File: config.mk
export PLATFORM = sky130hd
export DESIGN_NAME = ctrl_sequencer
export DESIGN_NICKNAME = d
export VERILOG_FILES = /design/src/rtl/ctrl_pkg.sv /design/src/rtl/ctrl_decode.sv /design/src/rtl/ctrl_sequencer.sv
export SDC_FILE = /design/constraint.sdc
export NUM_CORES = 1
export LEC_CHECK = 0
export ABC_AREA = 0
export CAP_MARGIN = 10
export CORE_ASPECT_RATIO = 1.5
export CORE_MARGIN = 8
export CORE_UTILIZATION = 55
export DETAILED_ROUTE_END_ITERATION = 8
export DONT_BUFFER_PORTS = 1
export PLACE_DENSITY = 0.7
export SYNTH_ARGS = -nofsm -noshare
export SYNTH_HDL_FRONTEND = slang
export SYNTH_SLANG_ARGS = --single-unit
File: constraint.sdc
create_clock -name clock -period 2.2 [get_ports clock]
set_input_delay 0.55 -clock clock [delete_from_list [all_inputs] [get_ports clock]]
set_output_delay 0.55 -clock clock [all_outputs]
set_load 0.02 [all_outputs]
File: src/rtl/ctrl_pkg.sv
// rtl/ctrl_pkg.sv - shared opcodes, instruction field positions and FSM types for ctrl_sequencer
package ctrl_pkg;

  localparam logic [4:0] OP_LDI  = 5'd1;
  localparam logic [4:0] OP_ADDI = 5'd2;
  localparam logic [4:0] OP_ADD  = 5'd3;
  localparam logic [4:0] OP_MV   = 5'd4;

  localparam int OP_MSB = 31;
  localparam int OP_LSB = 27;
  localparam int RA_MSB = 26;
  localparam int RA_LSB = 23;
  localparam int RB_MSB = 22;
  localparam int RB_LSB = 19;
  localparam int RC_MSB = 18;
  localparam int RC_LSB = 15;
  localparam int C_MSB  = 18;
  localparam int C_W    = 19;

  typedef enum logic [2:0] {S_IDLE, S_T0, S_T1, S_T2, S_DONE} state_e;

  typedef enum logic [2:0] {CLS_LDI, CLS_MV, CLS_ADDI, CLS_ADD, CLS_ILL} op_class_e;

  function automatic logic reg_ok(input logic [3:0] idx, input int nreg);
    return int'(idx) < nreg;
  endfunction

endpackage

File: src/rtl/ctrl_decode.sv
// rtl/ctrl_decode.sv - combinational decode of the latched instruction word
// Yields the opcode class, register indices, legality and sign-extended immediate.
module ctrl_decode
  import ctrl_pkg::*;
#(
  parameter int DATA_W = 32,
  parameter int NREG   = 16
) (
  input  logic [31:0]       i_instr,
  output op_class_e         o_class,
  output logic [3:0]        o_ra,
  output logic [3:0]        o_rb,
  output logic [3:0]        o_rc,
  output logic              o_legal,
  output logic [DATA_W-1:0] o_imm
);

  logic [4:0]     w_op;
  logic [C_W-1:0] w_c;
  logic           w_uses_rb;
  logic           w_uses_rc;

  always_comb begin
    w_op      = i_instr[OP_MSB:OP_LSB];
    w_c       = i_instr[C_MSB:0];
    o_ra      = i_instr[RA_MSB:RA_LSB];
    o_rb      = i_instr[RB_MSB:RB_LSB];
    o_rc      = i_instr[RC_MSB:RC_LSB];
    o_class   = CLS_ILL;
    w_uses_rb = 1'b0;
    w_uses_rc = 1'b0;
    case (w_op)
      OP_LDI:  o_class = CLS_LDI;
      OP_MV:   begin o_class = CLS_MV;   w_uses_rb = 1'b1; end
      OP_ADDI: begin o_class = CLS_ADDI; w_uses_rb = 1'b1; end
      OP_ADD:  begin o_class = CLS_ADD;  w_uses_rb = 1'b1; w_uses_rc = 1'b1; end
      default: o_class = CLS_ILL;
    endcase
    // Only fields the opcode actually reads can make it illegal.
    o_legal = (o_class != CLS_ILL) && reg_ok(o_ra, NREG)
              && (!w_uses_rb || reg_ok(o_rb, NREG))
              && (!w_uses_rc || reg_ok(o_rc, NREG));
    o_imm   = {{(DATA_W-C_W){w_c[C_W-1]}}, w_c};
  end

endmodule

File: src/rtl/ctrl_sequencer.sv
// rtl/ctrl_sequencer.sv - T-state sequencer driving DataPath register-transfer strobes
// Optional CTRL_SEQ_STEP_EN adds a step input that gates every T-state advance.
module ctrl_sequencer
  import ctrl_pkg::*;
#(
  parameter int DATA_W = 32,
  parameter int NREG   = 16
) (
  input  logic              clock,
  input  logic              clear,
  input  logic [31:0]       instr,
  input  logic              instr_valid,
`ifdef CTRL_SEQ_STEP_EN
  input  logic              step,
`endif
  output logic              instr_ready,
  output logic [NREG-1:0]   Rin,
  output logic [NREG-1:0]   Rout,
  output logic              Yin,
  output logic              Zin,
  output logic              Zout,
  output logic [DATA_W-1:0] imm_out,
  output logic [DATA_W-1:0] alu_imm,
  output logic              done,
  output logic              illegal
);

  state_e            r_state;
  state_e            w_next_state;
  logic [31:0]       r_instr;
  logic              w_accept;
  logic              w_advance;
  op_class_e         w_class;
  logic [3:0]        w_ra;
  logic [3:0]        w_rb;
  logic [3:0]        w_rc;
  logic              w_legal;
  logic [DATA_W-1:0] w_imm;
  logic [NREG-1:0]   w_one;

  ctrl_decode #(.DATA_W(DATA_W), .NREG(NREG)) u_decode (
    .i_instr (r_instr),
    .o_class (w_class),
    .o_ra    (w_ra),
    .o_rb    (w_rb),
    .o_rc    (w_rc),
    .o_legal (w_legal),
    .o_imm   (w_imm)
  );

`ifdef CTRL_SEQ_STEP_EN
  assign w_advance = step;
`else
  assign w_advance = 1'b1;
`endif

  assign instr_ready = (r_state == S_IDLE);
  assign w_accept    = instr_ready && instr_valid;
  assign w_one       = {{(NREG-1){1'b0}}, 1'b1};

  always_ff @(posedge clock) begin
    if (clear) begin
      r_state <= S_IDLE;
      r_instr <= '0;
    end else begin
      r_state <= w_next_state;
      if (w_accept) r_instr <= instr;
    end
  end

  always_comb begin
    w_next_state = r_state;
    case (r_state)
      S_IDLE: if (w_accept) w_next_state = S_T0;
      S_T0: if (w_advance) begin
        if (!w_legal || w_class == CLS_LDI || w_class == CLS_MV) w_next_state = S_DONE;
        else                                                     w_next_state = S_T1;
      end
      S_T1:   if (w_advance) w_next_state = (w_class == CLS_ADD) ? S_T2 : S_DONE;
      S_T2:   if (w_advance) w_next_state = S_DONE;
      S_DONE: w_next_state = S_IDLE;
      default: w_next_state = S_IDLE;
    endcase
  end

  // Strobes come only from r_state and r_instr, never from the live instr bus.
  always_comb begin
    Rin     = '0;
    Rout    = '0;
    Yin     = 1'b0;
    Zin     = 1'b0;
    Zout    = 1'b0;
    imm_out = '0;
    alu_imm = '0;
    done    = 1'b0;
    illegal = 1'b0;
    case (r_state)
      S_T0: if (w_legal) begin
        case (w_class)
          CLS_LDI:  begin Rin = w_one << w_ra; imm_out = w_imm; end
          CLS_MV:   begin Rout = w_one << w_rb; Rin = w_one << w_ra; end
          CLS_ADDI: begin Rout = w_one << w_rb; alu_imm = w_imm; Zin = 1'b1; end
          CLS_ADD:  begin Rout = w_one << w_rb; Yin = 1'b1; end
          default:  ;
        endcase
      end
      S_T1: if (w_legal) begin
        if (w_class == CLS_ADD) begin
          Rout = w_one << w_rc;
          Zin  = 1'b1;
        end else begin
          Zout = 1'b1;
          Rin  = w_one << w_ra;
        end
      end
      S_T2: if (w_legal) begin
        Zout = 1'b1;
        Rin  = w_one << w_ra;
      end
      S_DONE: begin
        done    = 1'b1;
        illegal = !w_legal;
      end
      default: ;
    endcase
  end

endmodule

* Word level (Yosys, flattened, before mapping)
Cells that the tools add are included.
** Operators by class
- Multiplexer cells :: 34
- Reductions and logical operators :: 8
- Shifts and indexed selects :: 3
- Equality and inequality tests :: 13
** Operators with widths (count)
- $mux W32 :: 6
- $mux W16 :: 9
- $pmux W16 S3 :: 1
- $shl A1 B4 Y16 const A :: 3
- $pmux W16 S2 :: 1
- $pmux W3 S4 :: 2
- $eq A3 B2 Y1 const B :: 4
- $eq A5 B2 Y1 const B :: 2
- $mux W1 :: 10
- $mux W3 :: 3
- $eq A3 B1 Y1 const B :: 2
- $logic_not A3 Y1 :: 2
- $eq A5 B1 Y1 const B :: 1
- $eq A5 B3 Y1 const B :: 1
- $pmux W1 S2 :: 2
- $eq A3 B3 Y1 const B :: 1
- $ne A3 B3 Y1 const B :: 1
- $reduce_or A3 Y1 :: 1
- $logic_or A1 B1 Y1 :: 2
- $ne A2 B1 Y1 const B :: 1
- $reduce_or A2 Y1 :: 1
- $logic_and A1 B1 Y1 :: 1
- $logic_not A1 Y1 :: 1
** Storage, ports and cells
- Input port bits :: 35
- Flip-flop bits (word level) :: 35

* Depth between registers and ports, before layout
- Word-level depth :: 8
- Gate-level depth with buffers :: 7
- Gate-level depth less buffers :: 3

* Hierarchy
Synthesis repeated with hierarchy kept, for this count alone.
** Unflattened totals
- Cells, all modules :: 408
- Area, all modules :: 2773.9 µm²
** By module, submodules not included
- ctrl_sequencer :: cells an instance 356, instances 1, seq. area each 700.7 µm², area an instance 2378.5 µm²
- ctrl_decode :: cells an instance 52, instances 1, seq. area each 0.0 µm², area an instance 395.4 µm²

* Worst setup path before layout
No wires, ideal clock.
- Path kind :: reg-to-output
- Start :: register r_state[0]
- End :: output port Rin[0]
- Required time :: 1.650 ns
- Cell stages (with the launch flop) :: 7
- Arrival :: 2.151 ns
- Path buffers :: 3
- Setup slack :: -0.501 ns
- Cell sequence :: dfxtp_1 buf_4 nor2b_1 buf_2 nand2_1 buf_2 a2111oi_0
** On the way
- Word-level cells in the longest chain between the ends :: 2
- Elaborated cells between the ends (all ways) :: 4
** RTL lines
- start: declaration :: line ctrl_sequencer.sv:28 : state_e r_state;
- start signal: assignment :: line ctrl_sequencer.sv:66 : r_state <= w_next_state;
- $eq A3 B2 Y1 or $eq A3 B1 Y1 (tied branches) :: line ctrl_sequencer.sv:97 : case (r_state)
- $pmux W16 S3 (*) :: line ctrl_sequencer.sv:97
- end: declaration :: line ctrl_sequencer.sv:17 : output logic [NREG-1:0] Rin,
Mark *: on every way between the ends. The rest lies on a longest branch, timed or not.

* Final worst setup path
- Start :: register r_instr[31]
- End :: output port Rout[10]
** On the way
- Word-level cells in the longest chain between the ends :: 7
- Elaborated cells between the ends (all ways) :: 15
** RTL lines
- start: declaration :: line ctrl_sequencer.sv:30 : logic [31:0] r_instr;
- start signal: assignment :: line ctrl_sequencer.sv:67 : if (w_accept) r_instr <= instr;
- $eq A5 B2 Y1 (tied with other cells) :: line ctrl_decode.sv:32 : case (w_op)
- $pmux W3 S4 (*) :: line ctrl_decode.sv:32
- $eq A3 B1 Y1 (tied with other cells) :: line ctrl_sequencer.sv:99 : case (w_class)
- $reduce_or A3 Y1 (no source line)
- $mux W16
- $mux W16 :: line ctrl_sequencer.sv:98 : S_T0: if (w_legal) begin
- $pmux W16 S2 (*) :: line ctrl_sequencer.sv:97
- end: declaration :: line ctrl_sequencer.sv:18 : output logic [NREG-1:0] Rout,
Marked as above.

==> impl_metrics.yaml <==
run_status:
  outcome: "finished with violations"
  violations: "setup timing"
critical_path:
  path_max_fanout: 5
  crit_chain: "buf_6, nor4b_4, nand4b_1, o22ai_1, buf_4"
  criticalPathCategory: "reg -> out"
  cp-start-kind: "flop"
  r2r-start: "r_state[2]$_SDFFE_PP0P_"
  crit_family: "simple AND/OR/NAND/NOR gates"
  crit_arrival_ps: 2050
  path_buf_inv: 2
  crit_path_end_kind: "output port"
  max_stage_delay_ps: 470
  r2r_cells: 5
  worstPathRequired_ps: 1650
  r2r_end: "r_instr[22]$_SDFFE_PP0P_"
  crit_slowest_cell: "nor4b_4"
  rrSetupSlack_ps: 320
global_routing:
  grt_pass1_vias: 2386
  antenna_found_initial: 0
  overflow: 0
  grt_max_degree: 34
  grt_pass1_wl_microns: 11430
  grt.total_usage: 0.2234
cells_and_area:
  num-nets-final: 375
  n_antenna_cell: 0
  area_growth_pct: 40.30
  final_area_sq_um: 3232
  fin_util: 0.7813
  drive_gt1_frac: 0.4780
worst_hold_path:
  whs_path_depth: 1
  min_to: "r_instr[28]$_SDFFE_PP0P_"
  hp-start: "clear"
  hold_class: "in -> reg"
sta:
  finalCritPeriodShare: 1.182
  skew_ps: 5.226
  finalHoldViolations: 0
  maxSlewHeadroom: 0.6891
  drv_slew: 0
  worst_slack_ps: -400.9
  fin_crit_ps: 2601
  tightest_slew_ps: 464.4
  fmax_mhz: 384.5
  rsz0062_at_grt: "true"
  setup_viol: 98
synth:
  synth_nets: 346
  synth_top_area_share: 0.3042
  netlist_instances: 311
  synth_most_common_cell: "nand2_1"
  synth-edff-count: 0
  yosysUniqueCellTypes: 32
  synth_area_sq_um: 2303
  synth_common_cells: "nand2_1, and2_1, a21oi_1, dfxtp_1, buf_4"
  ys_seq_area_frac: 0.3042
  ys_async_sr_fraction: 0
  synth_area_leaders: "dfxtp_1, nand2_1, and2_1"
  synth_area_per_cell_sq_um: 7.407
  ys_ff_latch: 35
  yosys_warnings: 0
  synth_top_area_cell: "dfxtp_1"
  ys.flop_type: "dfxtp_1"
route:
  wl_per_cell_microns: 21.22
  routed_wl_microns: 8213
  drt_pass1_iterations: 4
  drc: 0
  ant_nets: 0
  dr.first_iter.drc_count: 120
  via_count: 2435
  vias_per_cell: 6.292
power_and_ir_drop:
  total_power_mw: 1.655
  p_leak_nw: 1.199
  peakVddDrop_v: 0.0006066
  cellPowerDensity_nw_per_um2: 512.1
job:
  cap_violations: 0
clocking:
  clk_latency_ps: 300
  root_buffer: "clkbuf_8"
  clock_path_buffers: 2
  h-tree-depth: 2
  cts.clk_slew.worst_paths_ps: 70
  numCtsBuffers: 5
  cts.sinks: 35
  holdBufCountCts: 0
  cts_tree: "built"
placement:
  gp_congestion: 0.9063
  io_buffers: 0
  place_area_sq_um: 2654
  hpwl_microns: 5309
floorplan:
  start_util: 0.5569
  die_w_microns: 68.84
  die_h_microns: 95.26
  ios: 137
  rows: 29
  die_area_sq_um: 6558
  coreArea_sq_um: 4136
==> metal layers <==
layer	share of wire	GRT usage	vias to the layer above	routed length [microns]
li1	-	-	1121	-
met1	0.33	0.2188	1167	2670
met2	0.55	0.4071	119	4496
met3	0.090	0.07294	28	741
met4	0.037	0.09412	0	305
met5	0	0	-	0
==> kinds of logic after synthesis <==
group                  synth area share
AO/OA/AOI/OAI                    0.2091
flip-flops                       0.3042
AND/OR/NAND/NOR                  0.3607
buffers and inverters            0.1260
==> state kept, by name, indices dropped and copies added, names as in the netlist <==
register,count
r_instr,32
r_state,3
==> cell type report <==
class / count / area, sq um
Multi-Input combinational cell: 229 / 1672
Fill cell: 288 / 904.6
Sequential cell: 35 / 714.4
Timing Repair Buffer: 68 / 703.2
Clock buffer: 7 / 76.32
Tap cell: 46 / 57.56
Clock inverter: 1 / 5.005
Inverter: 1 / 3.754
==> stage by stage <==
step / hold slack, ps / setup slack (ps) / setup TNS [ps] / instances
floorplan: 440.1 / -119.0 / -1891 / 311
global placement: 442.4 / 44.79 / 0 / 368
detailed placement: 448.2 / 20.73 / 0 / 368
CTS: 306.0 / -271.7 / -10120 / 382
global route: 295.1 / -459.8 / -24740 / 387
finish: 302.7 / -400.9 / -20030 / 387
==> layout by cell type (no fill, tap or decap), types with 3 or more instances in the layout <==
cell and count:
nand3_1 3, o22ai_2 5, nor3_1 3, dfxtp_4 3, dfxtp_1 30, a21oi_1 35
buf_12 6, nor2_1 5, nand2_1 69, nand2b_1 7, and2_4 38, clkbuf_8 5
buf_4 43, a2111oi_2 15, buf_6 16, o2111ai_2 3, o22ai_1 9, or2_2 3
==> worst max path at each step <==
stage	from	end	slack [ps]	depth (start not counted)
detailed placement	r_instr[29]$_SDFFE_PP0P_	Rout[8]	20	5
finish	r_instr[31]$_SDFFE_PP0P_	Rout[10]	-400	5
floorplan	r_state[0]$_SDFFE_PP0P_	Rin[11]	-120	5
global placement	r_instr[29]$_SDFFE_PP0P_	Rout[8]	40	5
global route	r_instr[31]$_SDFFE_PP0P_	Rout[10]	-460	5
CTS	r_instr[31]$_SDFFE_PP0P_	Rin[4]	-270	6
==> power breakdown <==
group | internal, mW | leakage (nW) | switching, mW | total (mW)
sequential | 0.681 | 0.290 | 0.0543 | 0.736
clock | 0.222 | 0.0422 | 0.240 | 0.462
combinational | 0.185 | 0.866 | 0.273 | 0.457
==> repair_timing <==
item | CTS | global route
pin swaps | 22 | 8
buffers inserted | 5 | 5
setup endpoints to repair | 98 | 98
cloned | 1 | 2
gates resized for setup | 88 | 54
Power figures use the tool's default switching activity.
